[src/rtl/axis_tg_pkg.sv]
`default_nettype none
// +--------------------------------------------------------------------+
// | axis_tg_pkg : shared types, LFSR polynomial and step function        |
// | Rev 1.0                                                              |
// +--------------------------------------------------------------------+
package axis_tg_pkg;

    typedef enum logic [1:0] {
        UNIFORM    = 2'd0,
        NEIGHBOR   = 2'd1,
        HOTSPOT    = 2'd2,
        COMPLEMENT = 2'd3
    } tg_mode_e;

    typedef enum logic [1:0] {
        S_IDLE = 2'd0,
        S_GAP  = 2'd1,
        S_SEND = 2'd2,
        S_DONE = 2'd3
    } tg_state_e;

    localparam logic [15:0] LFSR_POLY = 16'hB400;

    // Right-shifting Galois step; feedback taps applied when the output bit is 1
    function automatic logic [15:0] lfsr_next(input logic [15:0] s);
        return s[0] ? ((s >> 1) ^ LFSR_POLY) : (s >> 1);
    endfunction

endpackage
`default_nettype wire

[src/rtl/axis_tg_pattern_if.sv]
`default_nettype none
// +--------------------------------------------------------------------+
// | axis_tg_pattern_if : AXI-Stream link between generator and sink      |
// | Rev 1.0                                                              |
// +--------------------------------------------------------------------+
interface axis_tg_pattern_if #(
    parameter int TDATA_WIDTH = 64,
    parameter int TID_WIDTH   = 2,
    parameter int TDEST_WIDTH = 2
);
    logic                   tvalid;
    logic                   tready;
    logic [TDATA_WIDTH-1:0] tdata;
    logic                   tlast;
    logic [TID_WIDTH-1:0]   tid;
    logic [TDEST_WIDTH-1:0] tdest;

    modport master (output tvalid, tdata, tlast, tid, tdest, input tready);
    modport slave  (input tvalid, tdata, tlast, tid, tdest, output tready);
endinterface
`default_nettype wire

[src/rtl/axis_tg_lfsr.sv]
`default_nettype none
// +--------------------------------------------------------------------+
// | axis_tg_lfsr : seeded 16-bit Galois LFSR with enable                 |
// | Rev 1.0                                                              |
// +--------------------------------------------------------------------+
module axis_tg_lfsr
    import axis_tg_pkg::*;
#(
    parameter logic [15:0] SEED = 16'd1
) (
    input  wire         clk,
    input  wire         rst_n,
    input  wire         en_i,
    output logic [15:0] lfsr_o
);
    // An all-zero state would lock the register up
    localparam logic [15:0] C_SEED = (SEED == 16'd0) ? 16'd1 : SEED;

    logic [15:0] lfsr_q;

    always_ff @(posedge clk) begin
        if (!rst_n)    lfsr_q <= C_SEED;
        else if (en_i) lfsr_q <= lfsr_next(lfsr_q);
    end

    assign lfsr_o = lfsr_q;
endmodule
`default_nettype wire

[src/rtl/axis_tg_pattern.sv]
`default_nettype none
// +--------------------------------------------------------------------+
// | axis_tg_pattern : multi-flit AXI-Stream NoC traffic generator        |
// | Rev 1.0                                                              |
// +--------------------------------------------------------------------+
module axis_tg_pattern
    import axis_tg_pkg::*;
#(
    parameter int          TDATA_WIDTH = 64,
    parameter int          TDEST_WIDTH = 2,
    parameter int          TID_WIDTH   = 2,
    parameter int          NUM_ROUTERS = 4,
    parameter int          COUNT_WIDTH = 32,
    parameter int          TID         = 0,
    parameter logic [15:0] SEED        = 16'd1,
    parameter int          MAX_FLITS   = 8,
    parameter int          FLIT_CNT_W  = $clog2(MAX_FLITS + 1)
) (
    input  wire                                    clk,
    input  wire                                    rst_n,
    input  wire                                    start,
    input  wire  [1:0]                             mode,
    input  wire  [15:0]                            load,
    input  wire  [COUNT_WIDTH-1:0]                 num_packets,
    input  wire  [FLIT_CNT_W-1:0]                  pkt_flits,
    input  wire  [TDEST_WIDTH-1:0]                 hotspot_dest,
    input  wire  [31:0]                            ticks,
    output logic                                   done,
    output logic [NUM_ROUTERS-1:0][COUNT_WIDTH-1:0] sent_packets,
    output logic [COUNT_WIDTH-1:0]                 total_sent_packets,
    axis_tg_pattern_if.master                      axis_out
);
    localparam int C_HALF_W = TDATA_WIDTH / 2;
    localparam int C_SEQ_W  = C_HALF_W - 8;

    tg_state_e                             state_q, state_d;
    logic                                  tvalid_q, tvalid_d;
    logic [FLIT_CNT_W-1:0]                 idx_q, idx_d, len_q, len_d;
    logic [TDEST_WIDTH-1:0]                dest_q, dest_d;
    logic [TID_WIDTH-1:0]                  tid_q, tid_d;
    logic [31:0]                           ticks_q, ticks_d;
    logic [COUNT_WIDTH-1:0]                seq_q, seq_d, total_q, total_d;
    logic [NUM_ROUTERS-1:0][COUNT_WIDTH-1:0] cnt_q, cnt_d;

    logic [15:0]             w_lfsr;
    logic                    w_last, w_hs_last, w_inject, start_pkt;
    logic [COUNT_WIDTH-1:0]  w_tot_after;
    logic [FLIT_CNT_W-1:0]   w_len;
    logic [TDEST_WIDTH-1:0]  w_dest;

    axis_tg_lfsr #(.SEED(SEED)) u_lfsr (
        .clk    (clk),
        .rst_n  (rst_n),
        .en_i   (1'b1),
        .lfsr_o (w_lfsr)
    );

    assign w_last      = (idx_q == len_q - FLIT_CNT_W'(1));
    assign w_hs_last   = tvalid_q && axis_out.tready && w_last;
    assign w_tot_after = total_q + COUNT_WIDTH'(w_hs_last);
    assign w_inject    = start && (w_lfsr < load);

    always_comb begin
        if (pkt_flits == '0)                  w_len = FLIT_CNT_W'(1);
        else if (int'(pkt_flits) > MAX_FLITS) w_len = FLIT_CNT_W'(MAX_FLITS);
        else                                  w_len = pkt_flits;
    end

    always_comb begin
        w_dest = '0;
        case (tg_mode_e'(mode))
            UNIFORM:    w_dest = (int'(w_lfsr[TDEST_WIDTH-1:0]) >= NUM_ROUTERS)
                               ? TDEST_WIDTH'(int'(w_lfsr[TDEST_WIDTH-1:0]) - NUM_ROUTERS)
                               : w_lfsr[TDEST_WIDTH-1:0];
            NEIGHBOR:   w_dest = TDEST_WIDTH'((TID + 1) % NUM_ROUTERS);
            HOTSPOT:    w_dest = (int'(hotspot_dest) >= NUM_ROUTERS) ? '0 : hotspot_dest;
            COMPLEMENT: w_dest = TDEST_WIDTH'(NUM_ROUTERS - 1 - TID);
            default:    w_dest = '0;
        endcase
    end

    always_comb begin
        state_d   = state_q;
        tvalid_d  = tvalid_q;
        idx_d     = idx_q;
        len_d     = len_q;
        dest_d    = dest_q;
        tid_d     = tid_q;
        ticks_d   = ticks_q;
        seq_d     = seq_q;
        total_d   = w_tot_after;
        cnt_d     = cnt_q;
        start_pkt = 1'b0;
        if (w_hs_last) cnt_d[dest_q] = cnt_q[dest_q] + COUNT_WIDTH'(1);

        case (state_q)
            S_IDLE: if (start) state_d = S_GAP;
            S_GAP: begin
                if (w_tot_after == num_packets) state_d = S_DONE;
                else if (!start)                state_d = S_IDLE;
                else if (w_inject)              start_pkt = 1'b1;
            end
            S_SEND: begin
                if (axis_out.tready) begin
                    if (!w_last) begin
                        idx_d = idx_q + FLIT_CNT_W'(1);
                    end else begin
                        // The tlast handshake doubles as an inject slot for back-to-back packets
                        tvalid_d = 1'b0;
                        if (w_tot_after == num_packets) state_d = S_DONE;
                        else if (!start)                state_d = S_IDLE;
                        else if (w_inject)              start_pkt = 1'b1;
                        else                            state_d = S_GAP;
                    end
                end
            end
            S_DONE:  state_d = S_DONE;
            default: state_d = S_IDLE;
        endcase

        if (start_pkt) begin
            state_d  = S_SEND;
            tvalid_d = 1'b1;
            idx_d    = '0;
            len_d    = w_len;
            dest_d   = w_dest;
            tid_d    = TID_WIDTH'(TID);
            ticks_d  = ticks;
            seq_d    = w_tot_after;
        end
    end

    always_ff @(posedge clk) begin
        if (!rst_n) state_q <= S_IDLE;
        else        state_q <= state_d;
    end

    always_ff @(posedge clk) begin
        if (!rst_n) begin
            tvalid_q <= 1'b0;
            idx_q    <= '0;
            len_q    <= '0;
            dest_q   <= '0;
            tid_q    <= '0;
            ticks_q  <= '0;
            seq_q    <= '0;
            total_q  <= '0;
            cnt_q    <= '0;
        end else begin
            tvalid_q <= tvalid_d;
            idx_q    <= idx_d;
            len_q    <= len_d;
            dest_q   <= dest_d;
            tid_q    <= tid_d;
            ticks_q  <= ticks_d;
            seq_q    <= seq_d;
            total_q  <= total_d;
            cnt_q    <= cnt_d;
        end
    end

    assign done               = (state_q == S_DONE);
    assign sent_packets       = cnt_q;
    assign total_sent_packets = total_q;
    assign axis_out.tvalid    = tvalid_q;
    assign axis_out.tlast     = tvalid_q && w_last;
    assign axis_out.tid       = tid_q;
    assign axis_out.tdest     = dest_q;
    assign axis_out.tdata     = {C_HALF_W'(ticks_q), C_SEQ_W'(seq_q), 8'(idx_q)};
endmodule
`default_nettype wire

[src/flat_wrapper.sv]
// flat-port wrapper written by rule: the top's interface ports become plain ports
module axis_tg_pattern_flat import axis_tg_pkg::*;
#(
    parameter int          TDATA_WIDTH = 64,
    parameter int          TDEST_WIDTH = 2,
    parameter int          TID_WIDTH   = 2,
    parameter int          NUM_ROUTERS = 4,
    parameter int          COUNT_WIDTH = 32,
    parameter int          TID         = 0,
    parameter logic [15:0] SEED        = 16'd1,
    parameter int          MAX_FLITS   = 8,
    parameter int          FLIT_CNT_W  = $clog2(MAX_FLITS + 1)
)
  (clk, rst_n, start, mode, load, num_packets, pkt_flits, hotspot_dest, ticks, done, sent_packets, total_sent_packets, axis_out_tvalid, axis_out_tdata, axis_out_tlast, axis_out_tid, axis_out_tdest, axis_out_tready);
  axis_tg_pattern_if #(.TDATA_WIDTH(TDATA_WIDTH), .TID_WIDTH(TID_WIDTH), .TDEST_WIDTH(TDEST_WIDTH)) axis_out_i ();
  input  wire clk;
  input  wire rst_n;
  input  wire start;
  input  wire  [1:0] mode;
  input  wire  [15:0] load;
  input  wire  [COUNT_WIDTH-1:0] num_packets;
  input  wire  [FLIT_CNT_W-1:0] pkt_flits;
  input  wire  [TDEST_WIDTH-1:0] hotspot_dest;
  input  wire  [31:0] ticks;
  output logic done;
  output logic [NUM_ROUTERS-1:0][COUNT_WIDTH-1:0] sent_packets;
  output logic [COUNT_WIDTH-1:0] total_sent_packets;
  output wire logic [$bits(axis_out_i.tvalid)-1:0] axis_out_tvalid;
  output wire logic [$bits(axis_out_i.tdata)-1:0] axis_out_tdata;
  output wire logic [$bits(axis_out_i.tlast)-1:0] axis_out_tlast;
  output wire logic [$bits(axis_out_i.tid)-1:0] axis_out_tid;
  output wire logic [$bits(axis_out_i.tdest)-1:0] axis_out_tdest;
  input wire logic [$bits(axis_out_i.tready)-1:0] axis_out_tready;
  assign axis_out_tvalid = axis_out_i.tvalid;
  assign axis_out_tdata = axis_out_i.tdata;
  assign axis_out_tlast = axis_out_i.tlast;
  assign axis_out_tid = axis_out_i.tid;
  assign axis_out_tdest = axis_out_i.tdest;
  assign axis_out_i.tready = axis_out_tready;
  axis_tg_pattern #(.TDATA_WIDTH(TDATA_WIDTH), .TDEST_WIDTH(TDEST_WIDTH), .TID_WIDTH(TID_WIDTH), .NUM_ROUTERS(NUM_ROUTERS), .COUNT_WIDTH(COUNT_WIDTH), .TID(TID), .SEED(SEED), .MAX_FLITS(MAX_FLITS), .FLIT_CNT_W(FLIT_CNT_W)) u_core (.clk(clk), .rst_n(rst_n), .start(start), .mode(mode), .load(load), .num_packets(num_packets), .pkt_flits(pkt_flits), .hotspot_dest(hotspot_dest), .ticks(ticks), .done(done), .sent_packets(sent_packets), .total_sent_packets(total_sent_packets), .axis_out(axis_out_i));
endmodule
[config.mk]
export PLATFORM = sky130hd
export DESIGN_NAME = axis_tg_pattern_flat
export DESIGN_NICKNAME = d
export VERILOG_FILES = /design/src/rtl/axis_tg_pkg.sv /design/src/rtl/axis_tg_pattern_if.sv /design/src/rtl/axis_tg_lfsr.sv /design/src/rtl/axis_tg_pattern.sv /design/src/flat_wrapper.sv
export SDC_FILE = /design/constraint.sdc
export NUM_CORES = 1
export LEC_CHECK = 0
export ABC_CLOCK_PERIOD_IN_PS = 6400
export BUFFER_PORTS_ARGS = -buffer_cell sky130_fd_sc_hd__buf_4
export CORE_ASPECT_RATIO = 0.6
export CORE_MARGIN = 3
export CORE_UTILIZATION = 53
export DETAILED_ROUTE_END_ITERATION = 10
export PLACE_DENSITY = 0.87
export SLEW_MARGIN = 20
export SYNTH_ARGS = -nofsm -noshare
export SYNTH_HDL_FRONTEND = slang
export SYNTH_SLANG_ARGS = --single-unit
[constraint.sdc]
create_clock -name clk -period 6.4 [get_ports clk]
set_input_delay 0.32 -clock clk [delete_from_list [all_inputs] [get_ports clk]]
set_output_delay 0.32 -clock clk [all_outputs]
set_load 0.05 [all_outputs]
==> results.md <==
- Post-CTS timing repair inserted 0 buffers for setup.
- The placed instances occupy a cell area of approximately 0.014 sq mm.
- The wire length of the first global-routing pass is approximately 56000 microns.
- The sequential fraction of the synthesis area is 41.6%.
- The count of nets left with antenna violations once routing finished came out at 0.
- The startpoint kind of the worst setup timing path is a register.
- In this run the clock root is driven by a sky130_fd_sc_hd__clkbuf_16.
- The compound-cell area share of the yosys netlist is between 10% and 20%.
- Data on the critical path arrives at its endpoint at 6.23 ns.
- Setup repair after global routing left no endpoint under its margin.
- The worst setup path is captured at a register.
- Multiplexer cells account for 10.9% of the synthesized area.
- Fill cells in the final layout number 1593.
- Counting I/O delays and the setup requirement, the final critical path takes 5.87 ns.
- The DRC violation count after routing is 0.
- The detailed router finished its first iteration with 946 violations.
- The initial core utilization is about 55%.
- The area enclosed by the die boundary is 0.0241 sq mm.
- The clock skew after layout is around 0.015 ns.
- For this run, the detailed router's first-pass iteration total came to 5.
- The number of standard-cell rows in the floorplan is 41.
- The hold violation total from the final report is 0.
- The routed design has 36400 microns of wire.
- The worst setup path is of the reg2reg kind.
- For this run, the total global-route usage over all layers was measured as 28.8%.
- IR analysis of the VDD net gives a maximum drop of around 0.20 mV.
- The global placement routability congestion is 1.05.
- Clock tree synthesis inserted a total of 23 buffers.
- The share of async-settable or async-resettable flops after synthesis is 0%.
- The achievable frequency is 170 MHz.
- After global routing the overflow that remains totals 0.
- The detailed placement HPWL is 26100 microns.
- The flop and latch count out of synthesis is 245.
- The final count of pins violating max slew is 0.
- The total of warnings raised by yosys is 0.
- The post-cts resize count is 0.
- The run finished with clean final reports.
- The final cycle utilization of the critical path is 91.7%.
- The tightest hold margin is 0.0522 ns.
- The maximum number of pins on one net before global-route repair is 117.
- After detailed routing, the number of vias per cell comes to approximately 5.9.
- Across all layers, the routed design uses 10600 vias.
- In this run the worst path has a maximum fanout of 32.
- The number of antenna diodes is 0.
- The die height is 121 microns.
- The dominant combinational cell family by area after synthesis is simple AND/OR/NAND/NOR gates.
- In this run the tightest slew margin relative to its limit is 19.2%.
- For the pin with the worst max-slew slack, the measured transition is approximately 1.2 ns.
- The floorplan step set the die width to 198 microns.
- Summed over all cells, the static leakage comes to 5.98 nW.
- Summing the areas of all fa, ha and maj instances in the mapped netlist gives 2.66% of the synthesized area.
- Overall power consumption after layout is estimated at 3.34 mW.
- The tool flagged a number of max-cap violations equal to 0.
- The number of enable flip-flop cells after synthesis is 0.
- Summed over all failing endpoints, the final setup total negative slack is 0 ns.
- The power per cell area is 223 mW/mm^2.
- No sink is reached through more buffers than the 3 on the longest clock path.
- The cell count after synthesis came out at between 1000 and 1500.
- The initial antenna violation count came to 0.
- Clock-pin slew was measured on the worst setup and hold paths at 0.07 ns.
- TritonCTS built the clock tree.
- The number of different library cells used by synthesis comes to 65.
- The core region area is 0.0214 sq mm.
- In the final routed layout, each cell accounts on average for 20.3 microns.
- The post-route standard cell area excluding fillers is 0.0150 sq mm.
- The later pin in the worst-skew pair is clocked with a latency of 0.50 ns.
- The path type of the worst min-delay path is in2reg.
- The number of global-route vias before repair was around 10000.
- Of the total synthesized cell area, the portion taken by XOR and XNOR cells is between 7 and 8%.
- The basic-gate share of the synthesized area counting and, or, nand and nor cells is 18.9%.
- The count of input and output buffers is 316.
- At the end of the flow, the number of nets in the layout was 1618.
- The count of boundary I/O pins is 323.
- Summing every instance area after synthesis gives 0.0118 sq mm.
- The count of final setup violators is 0.
- In the synthesized netlist the dominant register cell turns out to be sky130_fd_sc_hd__dfxtp_1.
- The synthesized area per cell is 9.50 sq um.
- Data on the critical path is required at its endpoint by 6.75 ns.
- The layout overhead on the synthesized area is 27.0%.
- The clock net in this run drives a total of 245 sinks.
- The count of H-tree levels built during CTS is 1.
- The proportion of layout cells with a drive suffix above 1 is roughly 28%.
## layer usage
| metal | GRT usage (%) | part of all wire (%) | wire length (microns) | up-vias |
|---|---|---|---|---|
| met3 | 7.69 | 11 | 4170 | 69 |
| met4 | 6.62 | 2.2 | 814 | 0 |
| met1 | 41.6 | 43 | 15600 | 5041 |
| li1 | - | - | - | 4915 |
| met5 | 0 | 0 | 0 | - |
| met2 | 43.3 | 43 | 15700 | 608 |
## power by group
| part | total [mW] | internal, mW | switching (mW) |
|---|---|---|---|
| Sequential | 1.57 | 1.55 | 0.0197 |
| Clock | 1.48 | 0.890 | 0.588 |
| Combinational | 0.299 | 0.119 | 0.180 |
| Total | 3.34 | 2.56 | 0.788 |
## cell type report
type,count,area (sq um),area share [%]
Tap cell,279,349,2.33
Inverter,33,129,0.861
Multi-Input combinational cell,872,6300,42.1
Clock buffer,30,662,4.42
Clock inverter,11,161,1.08
Sequential cell,245,4910,32.8
Timing Repair Buffer,326,2450,16.4
## registers in the layout, summed over array words and instances (netlist names), 4 cells and up
name	count
u_core.idx_q	4
u_core.total_sent_packets	32
u_core.seq_q	24
u_core.len_q	4
u_core.ticks_q	32
u_core.u_lfsr.lfsr_o	16
u_core.sent_packets	128
## cell usage after synthesis, drive strengths merged, types with 8 or more instances
cell,number,area share (%)
a211oi,125,8.0
a21o,8,0.51
a21oi,20,0.85
and2,34,1.8
and3,12,0.64
and4,9,0.69
buf,42,2.5
clkbuf,54,1.7
dfxtp,245,42
ha,25,2.7
inv,33,1.1
mux2i,56,4.8
mux4,32,6.1
nand2,48,1.5
nand2b,9,0.48
nand3,23,0.98
nand4,30,1.8
nor2,232,7.5
nor3,14,0.72
nor4,14,1.3
o21ai,9,0.38
o22a,13,0.97
xnor2,59,4.4
xor2,36,2.7
## path summary, 6_finish.rpt
check                                          start                            endpoint  slack, ns  cells past startpoint
hold / removal                             ticks[11]     u_core.ticks_q[11]$_SDFFE_PN0P_       0.05                      3
hold reg to reg   u_core.u_lfsr.lfsr_o[1]$_SDFF_PN0_  u_core.u_lfsr.lfsr_o[0]$_SDFF_PN1_       0.46                      1
setup reg to reg        u_core.len_q[0]$_SDFFE_PN0P_        u_core.len_q[3]$_SDFFE_PN0P_       0.53                     18
setup / recovery        u_core.len_q[0]$_SDFFE_PN0P_        u_core.len_q[3]$_SDFFE_PN0P_       0.53                     18
## critical path, stage by stage (launching register included)
cell and delay [ns]:
sky130_fd_sc_hd__dfxtp_1 0.39, sky130_fd_sc_hd__inv_1 0.07, sky130_fd_sc_hd__ha_1 0.30, sky130_fd_sc_hd__xnor2_1 0.13
sky130_fd_sc_hd__nor4_1 0.47, sky130_fd_sc_hd__and2_1 0.26, sky130_fd_sc_hd__nand2_1 0.13, sky130_fd_sc_hd__inv_1 0.16
sky130_fd_sc_hd__ha_1 0.34, sky130_fd_sc_hd__nand4_1 0.26, sky130_fd_sc_hd__or4_1 0.80, sky130_fd_sc_hd__nor4_4 0.38
sky130_fd_sc_hd__xnor3_1 0.29, sky130_fd_sc_hd__o211ai_2 0.08, sky130_fd_sc_hd__nor4_2 0.08, sky130_fd_sc_hd__a31oi_2 0.30
sky130_fd_sc_hd__and4_2 0.92, sky130_fd_sc_hd__mux2i_1 0.29, sky130_fd_sc_hd__nor2_1 0.05
## layout by cell type (no fill, tap or decap), types with 25 or more instances in the layout
cell                       instances
sky130_fd_sc_hd__dfxtp_1         243
sky130_fd_sc_hd__a211oi_1        124
sky130_fd_sc_hd__buf_4           326
sky130_fd_sc_hd__nand2_1          48
sky130_fd_sc_hd__inv_1            32
sky130_fd_sc_hd__and2_1           34
sky130_fd_sc_hd__xnor2_1          59
sky130_fd_sc_hd__nor2_1          231
sky130_fd_sc_hd__xor2_1           36
sky130_fd_sc_hd__nand4_1          27
sky130_fd_sc_hd__mux2i_1          56
sky130_fd_sc_hd__mux4_2           32
sky130_fd_sc_hd__ha_1             25
## stage by stage
step | std cells | utilization, % | setup slack, ns
floorplan | 1245 | - | 1.72
global placement | 1754 | 66.0 | 0.785
detailed placement | 1754 | 66.0 | 0.524
CTS | 1795 | 69.9 | 0.478
global route | 1796 | 69.9 | 0.0866
finish | 1796 | 69.9 | 0.528
## cell families after synthesis
logic type      Yosys count
simple gates            449
flops                   245
compound gates          204
buf+inv                 129
xor+xnor                 99
mux                      88
fa+ha+maj                25
other cells               1
## timing repair
action / 4_1_cts / 5_1_grt
hold buffers: 0 / 0
endpoints found under the hold margin: 0 / 0
setup endpoints to repair: 0 / 15
Power figures use the tool's default switching activity.
